File: src/rtl/ddr_lane_serdes.sv
// DDR block framer for DATA_WIDTH eMMC lanes: start bit, payload, per-lane per-edge CRC16, end bit.
// Separate TX and RX FSMs share the lines half-duplex; only one may be active at a time.
//   state    | meaning
//   TX_IDLE  | lines high, OE low, waiting for tx_start
//   TX_START | start bit (lines low), first word accepted
//   TX_DATA  | payload beats; next word accepted except on final beat
//   TX_CRC   | 16 beats of CRC, MSB first
//   TX_END   | end bit (lines high), tx_done
//   RX_IDLE  | receiver disarmed
//   RX_WAIT  | armed, watching pos lanes for the start bit, timeout running
//   RX_DATA  | sampling payload beats
//   RX_CRC   | comparing 16 received CRC beats against the running CRC
//   RX_END   | sampling end bit, status reported next cycle
module ddr_lane_serdes #(
    parameter int DATA_WIDTH  = 8,
    parameter int BLOCK_BYTES = 512,
    parameter int RX_TIMEOUT  = 1024
) (
    input  logic                      i_clk,
    input  logic                      i_rst_n,
    input  logic                      i_tx_start,
    input  logic [2*DATA_WIDTH-1:0]   i_tx_data,
    input  logic                      i_tx_valid,
    output logic                      o_tx_ready,
    output logic                      o_tx_busy,
    output logic                      o_tx_done,
    output logic                      o_tx_underrun,
    input  logic                      i_rx_start,
    output logic [2*DATA_WIDTH-1:0]   o_rx_data,
    output logic                      o_rx_valid,
    output logic                      o_rx_busy,
    output logic                      o_rx_done,
    output logic                      o_rx_crc_err,
    output logic                      o_rx_end_err,
    output logic                      o_rx_timeout,
    output logic [DATA_WIDTH-1:0]     o_write_data_pos,
    output logic [DATA_WIDTH-1:0]     o_write_data_neg,
    output logic                      o_ddr_oe,
    input  logic [DATA_WIDTH-1:0]     i_read_data_pos,
    input  logic [DATA_WIDTH-1:0]     i_read_data_neg
);
    localparam int W2    = 2 * DATA_WIDTH;
    localparam int BEATS = BLOCK_BYTES * 8 / W2;
    localparam int MAX_A = (BEATS > 16) ? BEATS : 16;
    localparam int MAX_C = (MAX_A > RX_TIMEOUT) ? MAX_A : RX_TIMEOUT;
    localparam int CW    = $clog2(MAX_C);
    localparam logic [CW-1:0] BEATS_M1 = CW'(BEATS - 1);
    localparam logic [CW-1:0] CRC_M1   = CW'(15);
    localparam logic [CW-1:0] TO_M1    = CW'(RX_TIMEOUT - 1);

    typedef enum logic [2:0] {TX_IDLE, TX_START, TX_DATA, TX_CRC, TX_END} tx_state_t;
    typedef enum logic [2:0] {RX_IDLE, RX_WAIT, RX_DATA, RX_CRC, RX_END} rx_state_t;

    tx_state_t               r_tx_state;
    rx_state_t               r_rx_state;
    logic [CW-1:0]           r_tx_cnt;
    logic [CW-1:0]           r_rx_cnt;
    logic [15:0]             r_tx_crc [W2];
    logic [15:0]             r_rx_crc [W2];
    logic [DATA_WIDTH-1:0]   r_wr_pos;
    logic [DATA_WIDTH-1:0]   r_wr_neg;
    logic                    r_ddr_oe;
    logic                    r_tx_busy;
    logic                    r_tx_done;
    logic                    r_tx_underrun;
    logic [W2-1:0]           r_rx_data;
    logic                    r_rx_valid;
    logic                    r_rx_busy;
    logic                    r_rx_done;
    logic                    r_rx_crc_err;
    logic                    r_rx_end_err;
    logic                    r_rx_timeout;
    logic                    r_rx_err_acc;

    logic [W2-1:0]           w_tx_crc_msb;
    logic [W2-1:0]           w_rx_crc_msb;
    logic [W2-1:0]           w_rx_word;
    logic                    w_both_idle;
    logic                    w_tx_go;
    logic                    w_rx_go;
    logic                    w_tx_ready;

    // Serial CRC16-CCITT step, poly 0x1021, MSB first.
    function automatic logic [15:0] crc_step(input logic [15:0] crc, input logic bit_in);
        return {crc[14:0], 1'b0} ^ ((bit_in ^ crc[15]) ? 16'h1021 : 16'h0000);
    endfunction

    // CRC index j tracks word bit j: the upper DW indices are pos-edge lanes, the lower DW neg-edge.
    always_comb begin
        w_tx_crc_msb = '0;
        w_rx_crc_msb = '0;
        for (int j = 0; j < W2; j++) begin
            w_tx_crc_msb[j] = r_tx_crc[j][15];
            w_rx_crc_msb[j] = r_rx_crc[j][15];
        end
    end

    assign w_rx_word   = {i_read_data_pos, i_read_data_neg};
    assign w_both_idle = (r_tx_state == TX_IDLE) && (r_rx_state == RX_IDLE);
    assign w_tx_go     = i_tx_start && w_both_idle;
    assign w_rx_go     = i_rx_start && !i_tx_start && w_both_idle;
    assign w_tx_ready  = (r_tx_state == TX_START) || ((r_tx_state == TX_DATA) && (r_tx_cnt != '0));

    always_ff @(posedge i_clk or negedge i_rst_n) begin
        if (!i_rst_n) begin
            r_tx_state    <= TX_IDLE;
            r_tx_cnt      <= '0;
            r_wr_pos      <= '1;
            r_wr_neg      <= '1;
            r_ddr_oe      <= 1'b0;
            r_tx_busy     <= 1'b0;
            r_tx_done     <= 1'b0;
            r_tx_underrun <= 1'b0;
            for (int j = 0; j < W2; j++) r_tx_crc[j] <= '0;
        end else begin
            r_tx_done     <= 1'b0;
            r_tx_underrun <= 1'b0;
            case (r_tx_state)
                TX_IDLE: begin
                    if (w_tx_go) begin
                        r_tx_state <= TX_START;
                        r_wr_pos   <= '0;
                        r_wr_neg   <= '0;
                        r_ddr_oe   <= 1'b1;
                        r_tx_busy  <= 1'b1;
                        for (int j = 0; j < W2; j++) r_tx_crc[j] <= '0;
                    end
                end
                TX_START, TX_DATA: begin
                    if (w_tx_ready) begin
                        if (i_tx_valid) begin
                            {r_wr_pos, r_wr_neg} <= i_tx_data;
                            for (int j = 0; j < W2; j++) r_tx_crc[j] <= crc_step(r_tx_crc[j], i_tx_data[j]);
                            r_tx_cnt   <= (r_tx_state == TX_START) ? BEATS_M1 : r_tx_cnt - 1'b1;
                            r_tx_state <= TX_DATA;
                        end else begin
                            r_tx_underrun <= 1'b1;
                            r_wr_pos      <= '1;
                            r_wr_neg      <= '1;
                            r_ddr_oe      <= 1'b0;
                            r_tx_busy     <= 1'b0;
                            r_tx_state    <= TX_IDLE;
                        end
                    end else begin
                        // Final payload beat: the CRC already covers every accepted word.
                        {r_wr_pos, r_wr_neg} <= w_tx_crc_msb;
                        for (int j = 0; j < W2; j++) r_tx_crc[j] <= {r_tx_crc[j][14:0], 1'b0};
                        r_tx_cnt   <= CRC_M1;
                        r_tx_state <= TX_CRC;
                    end
                end
                TX_CRC: begin
                    if (r_tx_cnt != '0) begin
                        {r_wr_pos, r_wr_neg} <= w_tx_crc_msb;
                        for (int j = 0; j < W2; j++) r_tx_crc[j] <= {r_tx_crc[j][14:0], 1'b0};
                        r_tx_cnt <= r_tx_cnt - 1'b1;
                    end else begin
                        r_wr_pos   <= '1;
                        r_wr_neg   <= '1;
                        r_tx_done  <= 1'b1;
                        r_tx_state <= TX_END;
                    end
                end
                TX_END: begin
                    r_ddr_oe   <= 1'b0;
                    r_tx_busy  <= 1'b0;
                    r_tx_state <= TX_IDLE;
                end
                default: r_tx_state <= TX_IDLE;
            endcase
        end
    end

    always_ff @(posedge i_clk or negedge i_rst_n) begin
        if (!i_rst_n) begin
            r_rx_state   <= RX_IDLE;
            r_rx_cnt     <= '0;
            r_rx_data    <= '0;
            r_rx_valid   <= 1'b0;
            r_rx_busy    <= 1'b0;
            r_rx_done    <= 1'b0;
            r_rx_crc_err <= 1'b0;
            r_rx_end_err <= 1'b0;
            r_rx_timeout <= 1'b0;
            r_rx_err_acc <= 1'b0;
            for (int j = 0; j < W2; j++) r_rx_crc[j] <= '0;
        end else begin
            r_rx_valid   <= 1'b0;
            r_rx_done    <= 1'b0;
            r_rx_crc_err <= 1'b0;
            r_rx_end_err <= 1'b0;
            r_rx_timeout <= 1'b0;
            case (r_rx_state)
                RX_IDLE: begin
                    if (w_rx_go) begin
                        r_rx_state <= RX_WAIT;
                        r_rx_cnt   <= TO_M1;
                        r_rx_busy  <= 1'b1;
                    end
                end
                RX_WAIT: begin
                    if (i_read_data_pos == '0) begin
                        r_rx_state   <= RX_DATA;
                        r_rx_cnt     <= BEATS_M1;
                        r_rx_err_acc <= 1'b0;
                        for (int j = 0; j < W2; j++) r_rx_crc[j] <= '0;
                    end else if (r_rx_cnt == '0) begin
                        r_rx_timeout <= 1'b1;
                        r_rx_busy    <= 1'b0;
                        r_rx_state   <= RX_IDLE;
                    end else begin
                        r_rx_cnt <= r_rx_cnt - 1'b1;
                    end
                end
                RX_DATA: begin
                    r_rx_data  <= w_rx_word;
                    r_rx_valid <= 1'b1;
                    for (int j = 0; j < W2; j++) r_rx_crc[j] <= crc_step(r_rx_crc[j], w_rx_word[j]);
                    if (r_rx_cnt == '0) begin
                        r_rx_cnt   <= CRC_M1;
                        r_rx_state <= RX_CRC;
                    end else begin
                        r_rx_cnt <= r_rx_cnt - 1'b1;
                    end
                end
                RX_CRC: begin
                    if (|(w_rx_word ^ w_rx_crc_msb)) r_rx_err_acc <= 1'b1;
                    for (int j = 0; j < W2; j++) r_rx_crc[j] <= {r_rx_crc[j][14:0], 1'b0};
                    if (r_rx_cnt == '0) r_rx_state <= RX_END;
                    else                r_rx_cnt   <= r_rx_cnt - 1'b1;
                end
                RX_END: begin
                    r_rx_done    <= 1'b1;
                    r_rx_crc_err <= r_rx_err_acc;
                    r_rx_end_err <= (i_read_data_pos != '1);
                    r_rx_busy    <= 1'b0;
                    r_rx_state   <= RX_IDLE;
                end
                default: r_rx_state <= RX_IDLE;
            endcase
        end
    end

    assign o_tx_ready       = w_tx_ready;
    assign o_tx_busy        = r_tx_busy;
    assign o_tx_done        = r_tx_done;
    assign o_tx_underrun    = r_tx_underrun;
    assign o_rx_data        = r_rx_data;
    assign o_rx_valid       = r_rx_valid;
    assign o_rx_busy        = r_rx_busy;
    assign o_rx_done        = r_rx_done;
    assign o_rx_crc_err     = r_rx_crc_err;
    assign o_rx_end_err     = r_rx_end_err;
    assign o_rx_timeout     = r_rx_timeout;
    assign o_write_data_pos = r_wr_pos;
    assign o_write_data_neg = r_wr_neg;
    assign o_ddr_oe         = r_ddr_oe;
endmodule

File: config.mk
export PLATFORM = sky130hd
export DESIGN_NAME = ddr_lane_serdes
export DESIGN_NICKNAME = d
export VERILOG_FILES = /design/src/rtl/ddr_lane_serdes.sv
export SDC_FILE = /design/constraint.sdc
export NUM_CORES = 1
export LEC_CHECK = 0
export CAP_MARGIN = 20
export CORE_ASPECT_RATIO = 1.1
export CORE_MARGIN = 2
export CORE_UTILIZATION = 60
export DETAILED_ROUTE_END_ITERATION = 6
export PLACE_DENSITY = 0.77
export SLEW_MARGIN = 40
export SYNTH_ARGS = -nofsm -noshare
export SYNTH_HDL_FRONTEND = slang
export SYNTH_SLANG_ARGS = --single-unit
File: constraint.sdc
create_clock -name i_clk -period 3.1 [get_ports i_clk]
set_input_delay 0.775 -clock i_clk [delete_from_list [all_inputs] [get_ports i_clk]]
set_output_delay 0.775 -clock i_clk [all_outputs]
set_load 0.005 [all_outputs]
==> impl_metrics.csv <==
group,metric,value,unit
status,outcome,"finished clean",
final_layout,final_core_util,69.9,%
timing,finalClockSkew,0.0129,ns
setup_path,timing.critical_path.fanout_max,4,
power,leakage,12.3,nW
clock_tree,clock-sinks,580,
clock_tree,max_h_tree_level,2,
setup_path,setup.worst_path.class,"register to primary output",
grt,largest_net_degree_at_the_start_of_global_routing,146,
detailed_routing,detail_route.drc_violations,0,
grt,grt_first_pass_wirelength,74700,um
synthesis,syn-mean-instance-area,13.0,sq um
synthesis,postSynthRegisterBits,580,
synthesis,synth_area,0.0225,sq mm
timing,worst_pin_slew,0.717,ns
clock_tree,cts-hold-fix-buffers,0,
setup_path,worstPathRequired,2.32,ns
final_layout,nFillCells,2538,
die,floorplan.die.width,189,um
synthesis,syn-num-nets,1776,
die,initial_core_util,60.7,%
clock_tree,tritoncts,"built",
detailed_routing,sum_of_routed_wire_length_over_all_layers,44600,um
die,ios,80,
grt,gr-usage-all-layers,23.1,%
clock_tree,clockRootBuffer,"sky130_fd_sc_hd__clkbuf_16",
synthesis,synth_top_flop_cell,"sky130_fd_sc_hd__dfrtp_1",
place,detailed_place_hpwl,25400,um
final_layout,final_cell_mix,"564 x sky130_fd_sc_hd__dfrtp_1, 434 x sky130_fd_sc_hd__a22o_1, 91 x sky130_fd_sc_hd__nand2_1",
setup_path,worst_r2r_path_depth,9,
synthesis,synth-seq-area-share,64.6,%
timing,grt_setup_unrepaired,"no",
power,vdd.ir_drop.worst,0.000438,V
grt,grt_pass1_vias,14616,
detailed_routing,wl_per_cell,19.1,um
place,globalplace.congestion,0.869,
final_layout,final_cells,2336,
final_layout,drive_gt1_share,11.1,%
clock_tree,clk_latency,0.58,ns
timing,slew-limit-headroom,52.2,%
timing,max_freq,334,MHz
detailed_routing,route.antenna.remaining_nets,0,
die,placement_rows,74,
synthesis,synth_enable_flop_cells,0,
timing,finalCriticalPeriod,3.00,ns
detailed_routing,route.vias.total,14592,
setup_path,nature_of_the_critical_path_startpoint,"register",
timing,period_share,96.6,%
min_path,worstHoldPathType,"input pin to async pin",
power,power.density,580,mW/mm^2
clock_tree,clk_path_buf_depth,3,
timing,finalHoldViolations,0,
final_layout,fin_nets,1839,
final_layout,most_common_cell_after_layout_fill_and_taps_aside,"sky130_fd_sc_hd__dfrtp_1",
clock_tree,tritoncts.num_buffers,56,
setup_path,timing.critical_path.arrival,2.22,ns
final_layout,antenna_cells,0,
grt,grt_remaining_overflow,0,
timing,final-setup-viol-count,0,
place,buffer_ports.inserted,79,
final_layout,area_growth,15.0,%
detailed_routing,drt_iter0_drc,1197,
setup_path,timing.critical_path.to_type,"primary output",
flow_run,drv_cap,0,
die,die_y,207,um
synthesis,asyncSetResetFlopFracSynth,100,%
synthesis,synth_cell_types,60,
place,numPlacedInstances,2228,
clock_tree,clkTransAtPathRegs,0.06,ns
timing,maxSlewViolCount,0,
die,fp.dieArea,0.0391,sq mm
synthesis,synth-warning-count,0,
grt,grt_antenna_before_repair,0,
detailed_routing,drt-pass1-iter-count,7,
synthesis,syn-instance-count,1736,
die,floorplan.core_area,0.0370,sq mm
detailed_routing,via_per_inst,6.25,
-- where the power goes --
group          internal [mW]  switching (mW)
registers               7.74          0.0932
clock network           3.90            2.77
logic                  0.226           0.292
total                   11.9            3.15
-- registers in the layout (all words and copies together), names as in the netlist, 3 cells and up --
signal            flops
o_write_data_pos      8
r_rx_state            3
o_write_data_neg      8
o_rx_data            16
r_tx_state            3
r_tx_cnt             10
r_rx_cnt             10
r_tx_crc            256
r_rx_crc            256
-- synthesized netlist by cell type, drive strengths merged (5+ instances only) --
cell | number | area share [%]
dfrtp | 564 | 63
a22o | 434 | 17
nand2 | 91 | 1.5
clkbuf | 78 | 1.3
o21ai | 68 | 1.5
buf | 62 | 1.4
a21oi | 55 | 1.2
nor2 | 52 | 0.87
and3 | 35 | 0.97
o31ai | 35 | 1.2
xnor2 | 33 | 1.3
xor2 | 33 | 1.3
inv | 30 | 0.50
nor2b | 19 | 0.53
a221oi | 17 | 0.66
mux2 | 17 | 0.85
dfstp | 16 | 1.9
a32o | 10 | 0.45
nand3 | 9 | 0.20
nor4 | 8 | 0.29
nand4 | 7 | 0.19
nor3 | 7 | 0.16
nand2b | 5 | 0.14
-- critical path, stage by stage, from the launching register on --
cell                      delay, ns
sky130_fd_sc_hd__dfrtp_1       0.39
sky130_fd_sc_hd__inv_2         0.08
sky130_fd_sc_hd__ha_1          0.15
sky130_fd_sc_hd__or4b_4        0.51
sky130_fd_sc_hd__nor4_4        0.25
sky130_fd_sc_hd__nor2b_4       0.12
sky130_fd_sc_hd__buf_2         0.14
-- path summary, 6_finish.rpt --
path	from	to	slack, ns
setup / recovery	r_tx_cnt[1]$_DFFE_PN0P_	o_tx_ready	0.10
hold / removal	i_rst_n	r_rx_crc[72]$_DFFE_PN0P_	0.05
setup reg to reg	r_tx_cnt[1]$_DFFE_PN0P_	r_tx_crc[106]$_DFFE_PN0P_	0.18
hold reg to reg	r_tx_crc[133]$_DFFE_PN0P_	r_tx_crc[133]$_DFFE_PN0P_	0.48
max in group asynchronous	i_rst_n	r_tx_crc[168]$_DFFE_PN0P_	2.14
min in group i_clk	r_tx_crc[133]$_DFFE_PN0P_	r_tx_crc[133]$_DFFE_PN0P_	0.48
-- final cells by class --
cell class / count / area, sq um / share of cell area [%]
Sequential cell: 580 / 14500 / 56.2
Clock buffer: 87 / 1690 / 6.53
Inverter: 30 / 118 / 0.455
Timing Repair Buffer: 145 / 1500 / 5.79
Clock inverter: 14 / 129 / 0.498
Tap cell: 494 / 618 / 2.39
Multi-Input combinational cell: 986 / 7280 / 28.2
-- per-layer routing --
| metal | global-route usage [%] | vias to the layer above | wire length [um] |
|---|---|---|---|
| li1 | - | 6595 | - |
| met1 | 35.0 | 7537 | 20900 |
| met2 | 34.4 | 387 | 20500 |
| met3 | 3.80 | 73 | 2130 |
| met4 | 7.60 | 0 | 1020 |
| met5 | 0 | - | 0 |
-- stage by stage --
stage / cell area, sq um / TNS, ns / setup WS [ns] / power [mW] / hold slack [ns]
6_report: 25900 / 0 / 0.104 / 15.0 / 0.0457
5_1_grt: 25900 / 0 / 0.000297 / 15.6 / 0.0351
4_1_cts: 25800 / 0 / 0.0630 / 15.2 / 0.0233
3_5_place_dp: 24000 / -8.13 / -0.0863 / 8.48 / 0.467
3_3_place_gp: 24000 / -7.30 / -0.0647 / 8.46 / 0.460
2_1_floorplan: 22500 / 0 / 0.170 / 8.11 / 0.449
-- what timing repair did --
item,CTS,global route
endpoints found under the setup margin,1,1
pin swaps,1,1
resized for setup,8,0
buffers inserted,3,4
-- kinds of logic after synthesis --
family,share of synthesized area [%]
AOI/OAI and AO/OA,23.0
DFF,64.6
and+or+nand+nor,5.47
buffers and inverters,3.21
xor gates and xnor gates,2.57
muxes,0.940
adders and majority gates,0.167
Power figures use the tool's default switching activity.
